$ cat src/rtl/constant_addition_sequencer.sv
// Round driver for the ASCON permutation p^a / p^b.
// Owns the permutation state register and the round counter, applies the
// round-constant addition (p_C) and feeds the result to the substitution layer.
// Optional feature: define PERM_ABORT_EN to add an abort_i input that drops a
// running permutation back to IDLE, keeping the partial state.

package ascon_pack;
   typedef struct packed {
      logic [63:0] x0;
      logic [63:0] x1;
      logic [63:0] x2;
      logic [63:0] x3;
      logic [63:0] x4;
   } type_state;
endpackage

module constant_addition_sequencer
   import ascon_pack::*;
#(
   parameter int unsigned NB_ROUNDS_A = 12,
   parameter int unsigned NB_ROUNDS_B = 6
) (
   input  logic       clock_i,
   input  logic       resetb_i,
   input  logic       start_i,
   input  logic       mode_i,
`ifdef PERM_ABORT_EN
   input  logic       abort_i,
`endif
   input  type_state  state_i,
   output type_state  state_to_sbox_o,
   input  type_state  state_from_diff_i,
   output type_state  state_o,
   output logic [3:0] round_o,
   output logic       busy_o,
   output logic       done_o
);

   // The constant index always ends at 11, so a shorter permutation starts later.
   localparam logic [3:0] RoundStartA = 4'(12 - NB_ROUNDS_A);
   localparam logic [3:0] RoundStartB = 4'(12 - NB_ROUNDS_B);
   localparam logic [3:0] RoundLast   = 4'd11;

   typedef enum logic [0:0] {StIdle, StRun} fsm_e;

   fsm_e       fsm_q, fsm_d;
   type_state  state_q, state_d;
   logic [3:0] round_q, round_d;
   logic       done_q, done_d;
   logic [7:0] round_const;
   logic       abort;

`ifdef PERM_ABORT_EN
   assign abort = abort_i;
`else
   assign abort = 1'b0;
`endif

   // State, round counter and done pulse registers with synchronous reset.
   always_ff @(posedge clock_i) begin
      if (!resetb_i) begin
         fsm_q   <= StIdle;
         state_q <= '0;
         round_q <= '0;
         done_q  <= 1'b0;
      end else begin
         fsm_q   <= fsm_d;
         state_q <= state_d;
         round_q <= round_d;
         done_q  <= done_d;
      end
   end

   // Next-state logic: load on accepted start, one round per cycle while running.
   always_comb begin
      fsm_d   = fsm_q;
      state_d = state_q;
      round_d = round_q;
      done_d  = 1'b0;
      unique case (fsm_q)
         StIdle: begin
            if (start_i) begin
               state_d = state_i;
               round_d = mode_i ? RoundStartB : RoundStartA;
               fsm_d   = StRun;
            end
         end
         StRun: begin
            if (abort) begin
               // Partial state is kept for inspection; no completion pulse.
               fsm_d = StIdle;
            end else begin
               state_d = state_from_diff_i;
               if (round_q == RoundLast) begin
                  fsm_d  = StIdle;
                  done_d = 1'b1;
               end else begin
                  round_d = round_q + 4'd1;
               end
            end
         end
         default: fsm_d = StIdle;
      endcase
   end

   // Round constant addition into x2; valid in every state, including IDLE.
   always_comb begin
      round_const        = {4'hF - round_q, round_q};
      state_to_sbox_o    = state_q;
      state_to_sbox_o.x2 = state_q.x2 ^ {56'h0, round_const};
   end

   assign state_o = state_q;
   assign round_o = round_q;
   assign busy_o  = (fsm_q == StRun);
   assign done_o  = done_q;

endmodule

$ cat config.mk
export PLATFORM = sky130hd
export DESIGN_NAME = constant_addition_sequencer
export DESIGN_NICKNAME = d
export VERILOG_FILES = /design/src/rtl/constant_addition_sequencer.sv
export SDC_FILE = /design/constraint.sdc
export NUM_CORES = 1
export LEC_CHECK = 0
export BUFFER_PORTS_ARGS = -buffer_cell sky130_fd_sc_hd__buf_4
export CORE_AREA = 5 5 500 502
export DETAILED_ROUTE_END_ITERATION = 7
export DIE_AREA = 0 0 505 507
export MAX_ROUTING_LAYER = met4
export PLACE_DENSITY = 0.34
export SLEW_MARGIN = 40
export SYNTH_ARGS = -nofsm -noshare
export SYNTH_HDL_FRONTEND = slang
export SYNTH_SLANG_ARGS = --single-unit
$ cat constraint.sdc
create_clock -name clock_i -period 1.2 [get_ports clock_i]
set_clock_uncertainty 0.05 [all_clocks]
set_input_delay 0.18 -clock clock_i [delete_from_list [all_inputs] [get_ports clock_i]]
set_output_delay 0.18 -clock clock_i [all_outputs]
set_load 0.01 [all_outputs]
Word-level counts from Yosys, hierarchy flattened
Index checks and enable logic that the tools add are counted.
- word-level logic and storage cells: 27
- input bits: 644
- bits in registers: 326
- output and inout port bits: 646
- reduce and logical (&&, ||, !) cells: 2
- mux-type cells: 10
- add/subtract/negate cells: 2
- bitwise logic cells: 2
- eq/ne operators: 3
- operators by type and width (kind ; count):
    one-hot mux 320 bit (2 select lines) ; 1
    two-way mux 320 bit ; 1
    bitwise XOR 64 x 8 -> 64 bit ; 1
    two-way mux 4 bit ; 2
    one-hot mux 4 bit (2 select lines) ; 1
    adder 4 x 1 -> 4 bit (second input constant) ; 1
    equality test 4 bit (second input constant) ; 1
    inequality test 2 bit (second input constant) ; 2
    AND reduction 2 bit ; 2
    subtractor 4 bit (first input constant) ; 1
    two-way mux 1 bit ; 3
    two-way mux 3 bit ; 1
    one-hot mux 1 bit (2 select lines) ; 1
    NOT 1 bit ; 1

Longest topological paths before layout
Gate-level depths: netlist of the first run.
- word-level depth: 3
- gate-level depth with buffers: 6
- gate-level depth less buffers: 4

Worst setup path after synthesis of the first run
No wires, ideal clock.
- path kind: reg-to-reg
- start: reg fsm_q (netlist: busy_o)
- end: reg state_q (netlist bit state_o[127])
- library setup time: 0.117 ns
- buffers on the path: 3
- path slack: -0.110 ns
- period minus slack after synthesis: 1.310 ns
- stages on the path, launching flop included: 7
- arrival time: 1.144 ns
- required time: 1.033 ns
- cell sequence: dfxtp_1 -> buf_2 -> inv_2 -> buf_2 -> clkbuf_1 -> nand2_1 -> o211a_1
- cells in the longest elaborated chain, start to end: 2
- elaborated cells on any way between the ends: 3
- classes of those cells: eq/ne: 1; mux: 1; bitwise: 1
- ends and longest elaborated chain (what ; line ; source):
    from (decl) ; 46 ; fsm_e fsm_q, fsm_d;
    from (signal assigned) ; 62 ; fsm_q <= StIdle;
    from (signal assigned) ; 67 ; fsm_q <= fsm_d;
    NOT 1 bit ; - ;
    one-hot mux 320 bit (2 select lines) or inequality test 2 bit (tied branches) ; - ;
    to (signal assigned) ; 68 ; state_q <= state_d;
    to (decl) ; 47 ; type_state state_q, state_d;
Several ways; a longest one is shown, not always the timed one.
A chain may end at the register's enable or synchronous reset.

==> summary.md, run 1 <==
| Metric | Value |
|---|---|
| FF-to-FF path depth | `8` |
| Worst VDD drop | `0.9582 mV` |
| Metal3 WL | `18620 um` |
| Crit path DAT | `1.65 ns` |
| Hold wc startpoint | `state_from_diff_i[191]` |
| Worst hold path depth | `3` |
| Max Fclk | `532.7 MHz` |
| Final Setup Violations | `972` |
| Worst-case clock buffer depth | `3` |
| Worst min path class | `input port to flop` |
| Synthesized flop and latch total | `326` |
| Vias | `22310` |
| Core Rows | `182` |
| Worst reg2reg startpoint | `busy_o` |
| # port buffers | `1289` |
| Non-Filler Instances | `7149` |
| Total grt overflow | `0` |
| End of the worst register-to-register path | `state_o[8]` |
| Reg2reg setup slack | `-0.36 ns` |
| Vias in the first global route | `23980` |
| Post-synth top area cell | `dfxtp_1` |
| Ys Warns | `0` |
| First-pass GRT wire length | `228200 um` |
| Largest net degree at the start of global routing | `41` |
| Total CTS buffers | `48` |
| Overall routed net length | `184000 um` |
| GRT Util Overall | `0.1352` |
| Slew HR | `0.7106` |
| Antenna violations before repair | `20` |
| Worst-Margin Slew | `0.4220 ns` |
| Area growth syn-to-layout | `148.0%` |
| CP startpoint | `round_o[1]` |
| Top layer in use | `met4` |
| Setup crit end kind | `output pin` |
| Met2 wire len | `89270 um` |
| Die Y-Extent | `507 um` |
| Clock slew at reported path FFs | `0.07 ns` |
| Kind of critical path | `flop to output pin` |
| Syn_area_per_cell | `9.354 sq um` |
| Initial drt markers | `882` |
| Final period util | `1.564` |
| I/O pins | `1290` |
| Skew-Pair Late Insertion Delay | `0.67 ns` |
| Root Buffer | `clkbuf_16` |
| Drt via density | `3.120` |
| Fin. Hold Viols | `0` |
| Max-Cap Viols | `0` |
| Slew Viols, Final | `0` |
| # clock sinks | `326` |
| Post-synth EDFFs | `0` |
| Area contributors post-synth | `dfxtp_1, mux2_4, buf_4` |
| Status | `complete, but fails checks` |
| Failing checks | `negative setup slack` |
| Die W | `505 um` |
| Initial Util | `0.07875` |
| WHS Endpoint | `state_o[191]` |
| RSZ-0062 raised after global routing | `yes` |
| Final antenna-violating net count | `0` |
| H-tree depth | `2` |
| Netlist Area Pre-Place | `0.01928 sq mm` |
| CTS tree | `built` |
| Tmin final | `1.877 ns` |
| First-pass iteration count of the detailed router | `5` |
| Top FF cell, synth | `dfxtp_1` |
| Final worst slack | `-0.6771 ns` |
| WP data required | `0.97 ns` |
| Top cell type's share of synthesized area | `0.3385` |
| Proportion of layout cells with a drive suffix above 1 | `0.6953` |
| Synth unique cells | `33` |
| Synth Instances | `2061` |
| Wire length per cell | `25.73 um` |
| Final GP Congestion | `0.8954` |
| Die area | `0.2560 sq mm` |
| Most frequent cells in the layout | `buf_4, dlygate4sd3_1, buf_6` |
| Met1 Wirelength | `72670 um` |
| Crit-path max FO | `3` |
| Post-synthesis sequential area ratio | `0.3385` |
| Worst hold slack | `0.2410 ns` |
| Total power | `46.41 mW` |
| Startpoint types | `flop` |
| Post-DP HPWL | `148300 um` |
| Asr flop ratio synth | `0` |
| Leading cell type in the layout, fill and taps excluded | `buf_4` |
| Syn Nets | `2706` |
| P per Cell Area | `970.6 mW/mm^2` |
| Leakage | `20.87 nW` |
| Post-layout nets | `4527` |
| Dpl cells | `6295` |
| Core ar. | `0.2448 sq mm` |
| Drt drc | `0` |
worst max-delay path by stage:
stage                     slack (ns)  cells after the start                   end
final                          -0.68                      4  state_to_sbox_o[129]
after global routing           -0.75                      4  state_to_sbox_o[129]
after CTS                      -0.76                      4  state_to_sbox_o[129]
after detailed placement       -0.47                      4                busy_o
after global placement         -0.84                      4                busy_o
after floorplan               -0.001                      6           state_o[57]
synth_stat cells (2+ instances only):
master / count
mux2i_1: 37
xnor2_1: 4
mux2_4: 200
buf_2: 57
a21oi_1: 87
mux2_2: 82
buf_6: 6
nand2_1: 605
inv_1: 2
nor2_1: 2
clkbuf_1: 51
a311oi_1: 2
o21ai_0: 2
dfxtp_1: 326
mux2_1: 2
xor2_1: 4
a21oi_2: 200
buf_12: 22
o211a_1: 36
buf_4: 321
logic make-up after synthesis:
logic type / after synthesis / synth area share
compound gates: 330 / 0.1349
mux: 321 / 0.2240
xor+xnor: 8 / 0.003634
simple gates: 614 / 0.1208
fa+ha+maj: 1 / 0.0006489
flops: 326 / 0.3385
buf+inv: 461 / 0.1774
stage by stage:
stage	worst slack (ns)	util	instance area (sq um)	TNS, ns
global placement	-0.8397	0.1291	31600	-79.22
detailed placement	-0.4721	0.1291	31600	-78.70
global route	-0.7470	0.1953	47810	-276.47
finish	-0.6771	0.1953	47820	-204.48
floorplan	-0.001125	-	19350	-0.01463
CTS	-0.7618	0.1830	44810	-323.90
critical path, cell delays in order (launching register included):
cell     delay [ns]
dfxtp_4        0.36
buf_12         0.12
xor2_4         0.27
buf_6          0.15
buf_6          0.09
power breakdown:
part / total (mW) / switching [mW] / internal (mW) / leakage (nW)
combinational: 17.5 / 7.60 / 9.89 / 17.2
sequential: 13.2 / 1.56 / 11.6 / 2.88
clock: 15.7 / 6.45 / 9.28 / 0.815
registers in the layout, indices dropped and copies added (netlist names):
register,count
state_o,320
round_o,4
busy_o,1
done_o,1
what timing repair did:
action	in CTS	in global routing
gates resized for setup	1457	477
pin swaps	50	114
setup buffers	46	35
endpoints found under the hold margin	322	0
setup endpoints to repair	970	972
hold buffers	642	0
gates cloned	12	46
cell type report:
cell class,count,area (sq um)
Clock inverter,17,276.5
Clock buffer,69,1380
Tap cell,3220,4029
Antenna cell,11,27.53
Multi-Input combinational cell,1274,10960
Timing Repair Buffer,2228,23510
Timing Repair inverter,1,30.03
Inverter,3,45.04
Fill cell,26960,197000
Sequential cell,326,7560
routing by layer:
layer / up-vias / track usage
met5: - / -
met4: 0 / 0.02185
met3: 134 / 0.05975
met2: 1029 / 0.2292
met1: 10870 / 0.1487
li1: 10280 / -
(Power assumes the default switching activity.)
==> inputs of run 2 (changes only) <==
- CORE_AREA: 5 5 500 502 -> 5 5 494 496
- CTS_BUF_LIST: default -> sky130_fd_sc_hd__clkbuf_2 sky130_fd_sc_hd__clkbuf_4 sky130_fd_sc_hd__clkbuf_8
- DIE_AREA: 0 0 505 507 -> 0 0 499 501
==> summary.md, run 2 (synthesis gave the netlist of run 1 again) <==
| Metric | Value |
|---|---|
| Vias | `22490 (was 22310)` |
| Skew-Pair Late Insertion Delay | `0.76 ns (was 0.67 ns)` |
| I/O pins | `1290 (unchanged)` |
| Worst reg2reg startpoint | `busy_o (unchanged)` |
| Hold wc startpoint | `state_from_diff_i[36] (was state_from_diff_i[191])` |
| Slew Viols, Final | `0 (unchanged)` |
| Crit-path max FO | `3 (unchanged)` |
| FF-to-FF path depth | `8 (unchanged)` |
| Clock slew at reported path FFs | `0.06 ns (was 0.07 ns)` |
| Most frequent cells in the layout | `buf_4, dlygate4sd3_1, buf_6 (unchanged)` |
| Setup TNS | `-295.57 ns (was -204.48 ns)` |
| First-pass GRT wire length | `227700 um (was 228200 um)` |
| Worst hold path depth | `4 (was 3)` |
| Max Fclk | `544.4 MHz (was 532.7 MHz)` |
| Final worst slack | `-0.6369 ns (was -0.6771 ns)` |
| Status | `complete, but fails checks (unchanged)` |
| Vias in the first global route | `24920 (was 23980)` |
| Max FFs per register | `320 (unchanged)` |
| WHS Endpoint | `state_o[36] (was state_o[191])` |
| Die Y-Extent | `501 um (was 507 um)` |
| Antenna violations before repair | `19 (was 20)` |
| Overall routed net length | `179100 um (was 184000 um)` |
| Largest net degree at the start of global routing | `37 (was 41)` |
| CTS tree | `built (unchanged)` |
| Initial drt markers | `798 (was 882)` |
| Die area | `0.2500 sq mm (was 0.2560 sq mm)` |
| Total grt overflow | `0 (unchanged)` |
| Wire length per cell | `24.77 um (was 25.73 um)` |
| Die W | `499 um (was 505 um)` |
| Root Buffer | `clkbuf_8 (was clkbuf_16)` |
| Post-DP HPWL | `143900 um (was 148300 um)` |
| Max stage delay on crit path | `0.44 ns (was 0.36 ns)` |
| Worst path bufs/invs | `1 (was 3)` |
| Leakage | `21.14 nW (was 20.87 nW)` |
| WP data required | `0.97 ns (about the same)` |
| Final Setup Violations | `972 (unchanged)` |
| Core Rows | `180 (was 182)` |
| Proportion of layout cells with a drive suffix above 1 | `0.6794 (was 0.6953)` |
| CP Cell Sequence | `xor2_4 > buf_6 (was buf_12 > xor2_4 > buf_6 > buf_6)` |
| Drt drc | `0 (unchanged)` |
| Tmin final | `1.837 ns (was 1.877 ns)` |
| Top Family by Delay on Critical Path | `flip-flops (unchanged)` |
| Slowest cell on the critical path | `dfxtp_4 (unchanged)` |
| Worst slack, placed | `-0.6430 ns (was -0.4721 ns)` |
| P per Cell Area | `949.6 mW/mm^2 (was 970.6 mW/mm^2)` |
| Final GP Congestion | `0.8602 (was 0.8954)` |
| # clock sinks | `326 (unchanged)` |
| Slew HR | `0.7928 (was 0.7106)` |
| Startpoint types | `flop (unchanged)` |
| GRT Util Overall | `0.1384 (was 0.1352)` |
| Final antenna-violating net count | `0 (unchanged)` |
| Reg2reg setup slack | `-0.39 ns (was -0.36 ns)` |
| Leading cell type in the layout, fill and taps excluded | `buf_4 (unchanged)` |
| Core ar. | `0.2392 sq mm (was 0.2448 sq mm)` |
| Setup crit end kind | `output pin (unchanged)` |
| First-pass iteration count of the detailed router | `5 (unchanged)` |
| Initial Util | `0.08060 (was 0.07875)` |
| Drt via density | `3.110 (was 3.120)` |
| Max-Cap Viols | `0 (unchanged)` |
| Fin. Hold Viols | `0 (unchanged)` |
| End of the worst register-to-register path | `state_o[202] (was state_o[8])` |
| Worst VDD drop | `0.5663 mV (was 0.9582 mV)` |
| # port buffers | `1289 (unchanged)` |
| RSZ-0062 raised after global routing | `yes (unchanged)` |
| Crit path DAT | `1.61 ns (was 1.65 ns)` |
| Worst-case clock buffer depth | `3 (unchanged)` |
| Post-layout nets | `4626 (was 4527)` |
| Failing checks | `negative setup slack (unchanged)` |
| Kind of critical path | `flop to output pin (unchanged)` |
| Area growth syn-to-layout | `149.0% (was 148.0%)` |
| Worst-Margin Slew | `0.3108 ns (was 0.4220 ns)` |
| Total CTS buffers | `79 (was 48)` |
| H-tree depth | `3 (was 2)` |
| Worst min path class | `input port to flop (unchanged)` |
| Final period util | `1.531 (was 1.564)` |
-- run 2: cell count changes in the layout (fill, tap and decap cells not counted), sizes merged --
| cell | before | now |
|---|---|---|
| buf | 1549 | 1622 |
| clkbuf | 106 | 147 |
| dlygate4sd3 | 642 | 653 |
| bufinv | 6 | 3 |
| clkinv | 10 | 7 |
| diode | 11 | 8 |
| clkinvlp | 0 | 2 |
| bufbuf | 0 | 1 |
| inv | 5 | 4 |
-- run 2: worst min-delay path: cells and delay by family --
family,cells,cell delay [ns]
buffers and inverters,2,0.66
AND/OR/NAND/NOR,1,0.05
AO/OA/AOI/OAI,1,0.05
-- run 2: how the worst max path moves through the flow --
| stage | startpoint | to | depth (start not counted) |
|---|---|---|---|
| after CTS | round_o[2] | state_to_sbox_o[130] | 3 |
| after global routing | round_o[1] | state_to_sbox_o[129] | 3 |
| after floorplan | start_i | state_o[57] | 6 |
| final | round_o[2] | state_to_sbox_o[130] | 2 |
| after detailed placement | start_i | busy_o | 6 |
| after global placement | start_i | busy_o | 6 |
-- run 2: cell type report --
cell class / instances / area [sq um]
Antenna cell: 8 / 20.02
Clock buffer: 127 / 1529
Clock inverter: 12 / 161.4
Sequential cell: 326 / 7675
Timing Repair Buffer: 2296 / 24250
Inverter: 3 / 45.04
Multi-Input combinational cell: 1274 / 10310
Tap cell: 3185 / 3985
Fill cell: 26360 / 191200
Timing Repair inverter: 1 / 30.03
-- run 2: metal layers --
layer / GRT usage / wire length, um
met5: - / 0
met4: 0.02810 / 3510
met3: 0.06082 / 17880
met2: 0.2279 / 85280
met1: 0.1560 / 72480
-- run 2: power by group --
| part | switching (mW) | leakage, nW | total [mW] | internal [mW] |
|---|---|---|---|---|
| Sequential | 1.53 | 2.90 | 13.2 | 11.6 |
| Clock | 6.49 | 0.898 | 15.2 | 8.66 |
| Combinational | 7.29 | 17.3 | 17.3 | 9.98 |
| Total | 15.3 | 21.1 | 45.6 | 30.3 |
-- run 2: per-stage QoR --
stage	std cells	hold WS (ns)	utilization	cell area, sq um	total power [mW]
finish	7232	0.1411	0.2007	48000	45.58
global route	7231	0.03257	0.2007	48000	48.03
CTS	7186	0.0004324	0.1932	46210	46.03
detailed placement	6323	0.3566	0.1339	32020	25.42
global placement	6323	0.3540	0.1339	32020	25.43
floorplan	2061	0.2678	-	19350	18.06
-- run 2: what timing repair did --
item | 4_1_cts | 5_1_grt
gates resized for setup | 1552 | 334
pin swaps | 41 | 45
setup buffers | 52 | 33
setup endpoints to repair | 968 | 972
hold endpoints to repair | 323 | 0
hold buffers | 653 | 0
cloned | 23 | 21
==> inputs of run 3 (changes only) <==
- ABC_AREA: default -> 1
- CORE_AREA: 5 5 494 496 -> 5 5 497 499
- DIE_AREA: 0 0 499 501 -> 0 0 502 504
- PLACE_DENSITY: 0.34 -> 0.33
==> summary.md, run 3 <==
| Metric | Value |
|---|---|
| Status | `complete, but fails checks (unchanged)` |
| Failing checks | `negative setup slack (unchanged)` |
| Vias in the first global route | `25920 (was 24920)` |
| Worst min path class | `input port to flop (unchanged)` |
| Post-DP HPWL | `142500 um (was 143900 um)` |
| Crit-path max FO | `3 (unchanged)` |
| Skew-Pair Late Insertion Delay | `0.79 ns (was 0.76 ns)` |
| Fin. Hold Viols | `0 (unchanged)` |
| Ys Warns | `0 (unchanged)` |
| Combinational power share | `0.381 (was 0.379)` |
| DP Area | `0.02992 sq mm (was 0.03202 sq mm)` |
| Top cell type's share of synthesized area | `0.3733 (was 0.3385)` |
| Crit path DAT | `1.64 ns (was 1.61 ns)` |
| RSZ-0062 raised after global routing | `yes (unchanged)` |
| Startpoint types | `flop (unchanged)` |
| Most instantiated cells after synthesis | `nand2_1, inv_1, dfxtp_1 (was nand2_1, dfxtp_1, buf_4)` |
| Synth unique cells | `20 (was 33)` |
| First-pass GRT wire length | `226400 um (was 227700 um)` |
| WP data required | `0.97 ns (about the same)` |
| Worst-Margin Slew | `0.3000 ns (was 0.3108 ns)` |
| Final period util | `1.555 (was 1.531)` |
| Worst-case clock buffer depth | `3 (unchanged)` |
| Top FF cell, synth | `dfxtp_1 (unchanged)` |
| Netlist Area Pre-Place | `0.01748 sq mm (was 0.01928 sq mm)` |
| Max FFs per register | `320 (unchanged)` |
| Most numerous cell in the Yosys netlist | `nand2_1 (unchanged)` |
| First-pass iteration count of the detailed router | `5 (unchanged)` |
| Flop pwr share | `0.296 (was 0.289)` |
| Asr flop ratio synth | `0 (unchanged)` |
| Post-synth EDFFs | `0 (unchanged)` |
| Syn_area_per_cell | `6.350 sq um (was 9.354 sq um)` |
| Die W | `502 um (was 499 um)` |
| Fill count | `26960 (was 26360)` |
| # port buffers | `1289 (unchanged)` |
| Clock share of power | `0.323 (was 0.333)` |
| Proportion of layout cells with a drive suffix above 1 | `0.5360 (was 0.6794)` |
| Slew HR | `0.8000 (was 0.7928)` |
| Drt via density | `3.137 (was 3.110)` |
| Setup TNS | `-323.50 ns (was -295.57 ns)` |
| Die Y-Extent | `504 um (was 501 um)` |
| Int Pwr | `29.41 mW (was 30.27 mW)` |
| Tmin final | `1.866 ns (was 1.837 ns)` |
| Worst slack, placed | `-0.3194 ns (was -0.6430 ns)` |
| Die area | `0.2530 sq mm (was 0.2500 sq mm)` |
| Max-Cap Viols | `0 (unchanged)` |
| Leading cell type in the layout, fill and taps excluded | `nand2_1 (was buf_4)` |
| Initial Util | `0.07221 (was 0.08060)` |
| I/O pins | `1290 (unchanged)` |
| Final worst slack | `-0.6661 ns (was -0.6369 ns)` |
| Area growth syn-to-layout | `172.2% (was 149.0%)` |
| Switching fraction of total power | `0.3557 (was 0.3360)` |
| Core Rows | `181 (was 180)` |
| # clock sinks | `326 (unchanged)` |
| Drt drc | `0 (unchanged)` |
| Final GP Congestion | `0.8702 (was 0.8602)` |
| Worst VDD drop | `0.5951 mV (was 0.5663 mV)` |
| Clock slew at reported path FFs | `0.06 ns (about the same)` |
| Most frequent cells in the layout | `nand2_1, buf_4, dlygate4sd3_1 (was buf_4, dlygate4sd3_1, buf_6)` |
| Leakage | `24.28 nW (was 21.14 nW)` |
| Post-layout nets | `5247 (was 4626)` |
| Total grt overflow | `0 (unchanged)` |
| Net Switching | `16.24 mW (was 15.32 mW)` |
| Setup crit end kind | `output pin (unchanged)` |
| GRT Util Overall | `0.1355 (was 0.1384)` |
| Final antenna-violating net count | `0 (unchanged)` |
| Overall routed net length | `181100 um (was 179100 um)` |
| Root Buffer | `clkbuf_8 (unchanged)` |
| Total CTS buffers | `75 (was 79)` |
| CTS tree | `built (unchanged)` |
| Kind of critical path | `flop to output pin (unchanged)` |
| P per Cell Area | `959.5 mW/mm^2 (was 949.6 mW/mm^2)` |
| Wire length per cell | `23.01 um (was 24.77 um)` |
| Core ar. | `0.2421 sq mm (was 0.2392 sq mm)` |
| Total power | `45.65 mW (was 45.58 mW)` |
| Final Setup Violations | `972 (unchanged)` |
| Largest net degree at the start of global routing | `46 (was 37)` |
| Initial drt markers | `1134 (was 798)` |
| Syn Nets | `3398 (was 2706)` |
| Synth Instances | `2753 (was 2061)` |
| Post-synthesis sequential area ratio | `0.3733 (was 0.3385)` |
| Area contributors post-synth | `dfxtp_1, nand2_1, buf_4 (was dfxtp_1, mux2_4, buf_4)` |
| Slew Viols, Final | `0 (unchanged)` |
| Synthesized flop and latch total | `326 (unchanged)` |
| Fin area | `0.04757 sq mm (was 0.04800 sq mm)` |
| Post-synth top area cell | `dfxtp_1 (unchanged)` |
| H-tree depth | `3 (unchanged)` |
| Antenna violations before repair | `19 (unchanged)` |
| Vias | `24690 (was 22490)` |
| Max Fclk | `535.9 MHz (was 544.4 MHz)` |
==> run 3: cell types whose count changed in the layout (fill, tap and decap cells not counted), sizes merged, moves of 5 or more <==
| cell | previous run | this run |
|---|---|---|
| inv | 4 | 330 |
| nand3 | 1 | 324 |
| nand2 | 605 | 1297 |
| nor2 | 2 | 8 |
| o211a | 36 | 0 |
| diode | 8 | 16 |
| a21oi | 287 | 2 |
| mux2 | 284 | 0 |
| mux2i | 37 | 0 |
| buf | 1622 | 1540 |
| dlygate4sd3 | 653 | 648 |
| clkinv | 7 | 13 |
==> run 3: layer usage <==
layer	routed length, um	global-route usage	vias to the layer above
li1	-	-	11720
met3	20410	0.06509	206
met2	92110	0.2388	1117
met1	62060	0.1291	11650
met5	0	-	-
met4	6548	0.04558	0
==> run 3: power by group through the flow <==
stage / clock, mW / combinational (mW) / sequential (mW)
finish: 14.7 / 17.4 / 13.5
global route: 16.0 / 18.7 / 13.6
CTS: 15.7 / 15.9 / 13.4
detailed placement: 0 / 11.6 / 13.3
global placement: 0 / 11.7 / 13.3
floorplan: 0 / 4.35 / 12.9
==> run 3: final timing paths <==
path | startpoint | endpoint | slack [ns] | cells past startpoint
worst min register to register | state_o[149] | state_o[149] | 0.51 | 4
worst max register to register | busy_o | state_o[60] | -0.44 | 11
worst max-delay path | round_o[3] | state_to_sbox_o[135] | -0.67 | 3
worst min-delay path | state_i[202] | state_o[202] | 0.16 | 6
==> run 3: critical path: stages, from the launching register on <==
cell     delay, ns
dfxtp_4       0.36
buf_6         0.13
xnor2_4       0.20
buf_6         0.15
==> run 3: kinds of logic after synthesis <==
group | after synthesis | synth area share
compound gates | 2 | 0.0005726
flops | 326 | 0.3733
simple gates | 1632 | 0.3745
fa+ha+maj | 1 | 0.0007157
buf+inv | 784 | 0.2469
xor+xnor | 8 | 0.004008
==> run 3: cell type report <==
class	count	area, sq um	area share
Antenna cell	16	40.04	0.0008416
Clock buffer	110	1401	0.02946
Clock inverter	18	222.7	0.004681
Inverter	328	1262	0.02654
Multi-Input combinational cell	1643	9150	0.1923
Sequential cell	326	7647	0.1607
Tap cell	3202	4006	0.08421
Timing Repair Buffer	2228	23840	0.5012
==> run 3: stage by stage <==
step / hold WS (ns) / utilization / cells
2_1_floorplan: 0.3209 / - / 2753
3_3_place_gp: 0.4081 / 0.1236 / 6948
3_5_place_dp: 0.4165 / 0.1236 / 6948
4_1_cts: 0.001627 / 0.1797 / 7777
5_1_grt: 0.04659 / 0.1965 / 7869
6_report: 0.1559 / 0.1965 / 7871
==> run 3: what timing repair did <==
action,4_1_cts,5_1_grt
buffers inserted,42,47
setup endpoints to repair,971,972
cloned,16,47
hold buffers,648,0
resized for setup,1513,732
endpoints found under the hold margin,326,0
pin swaps,23,139
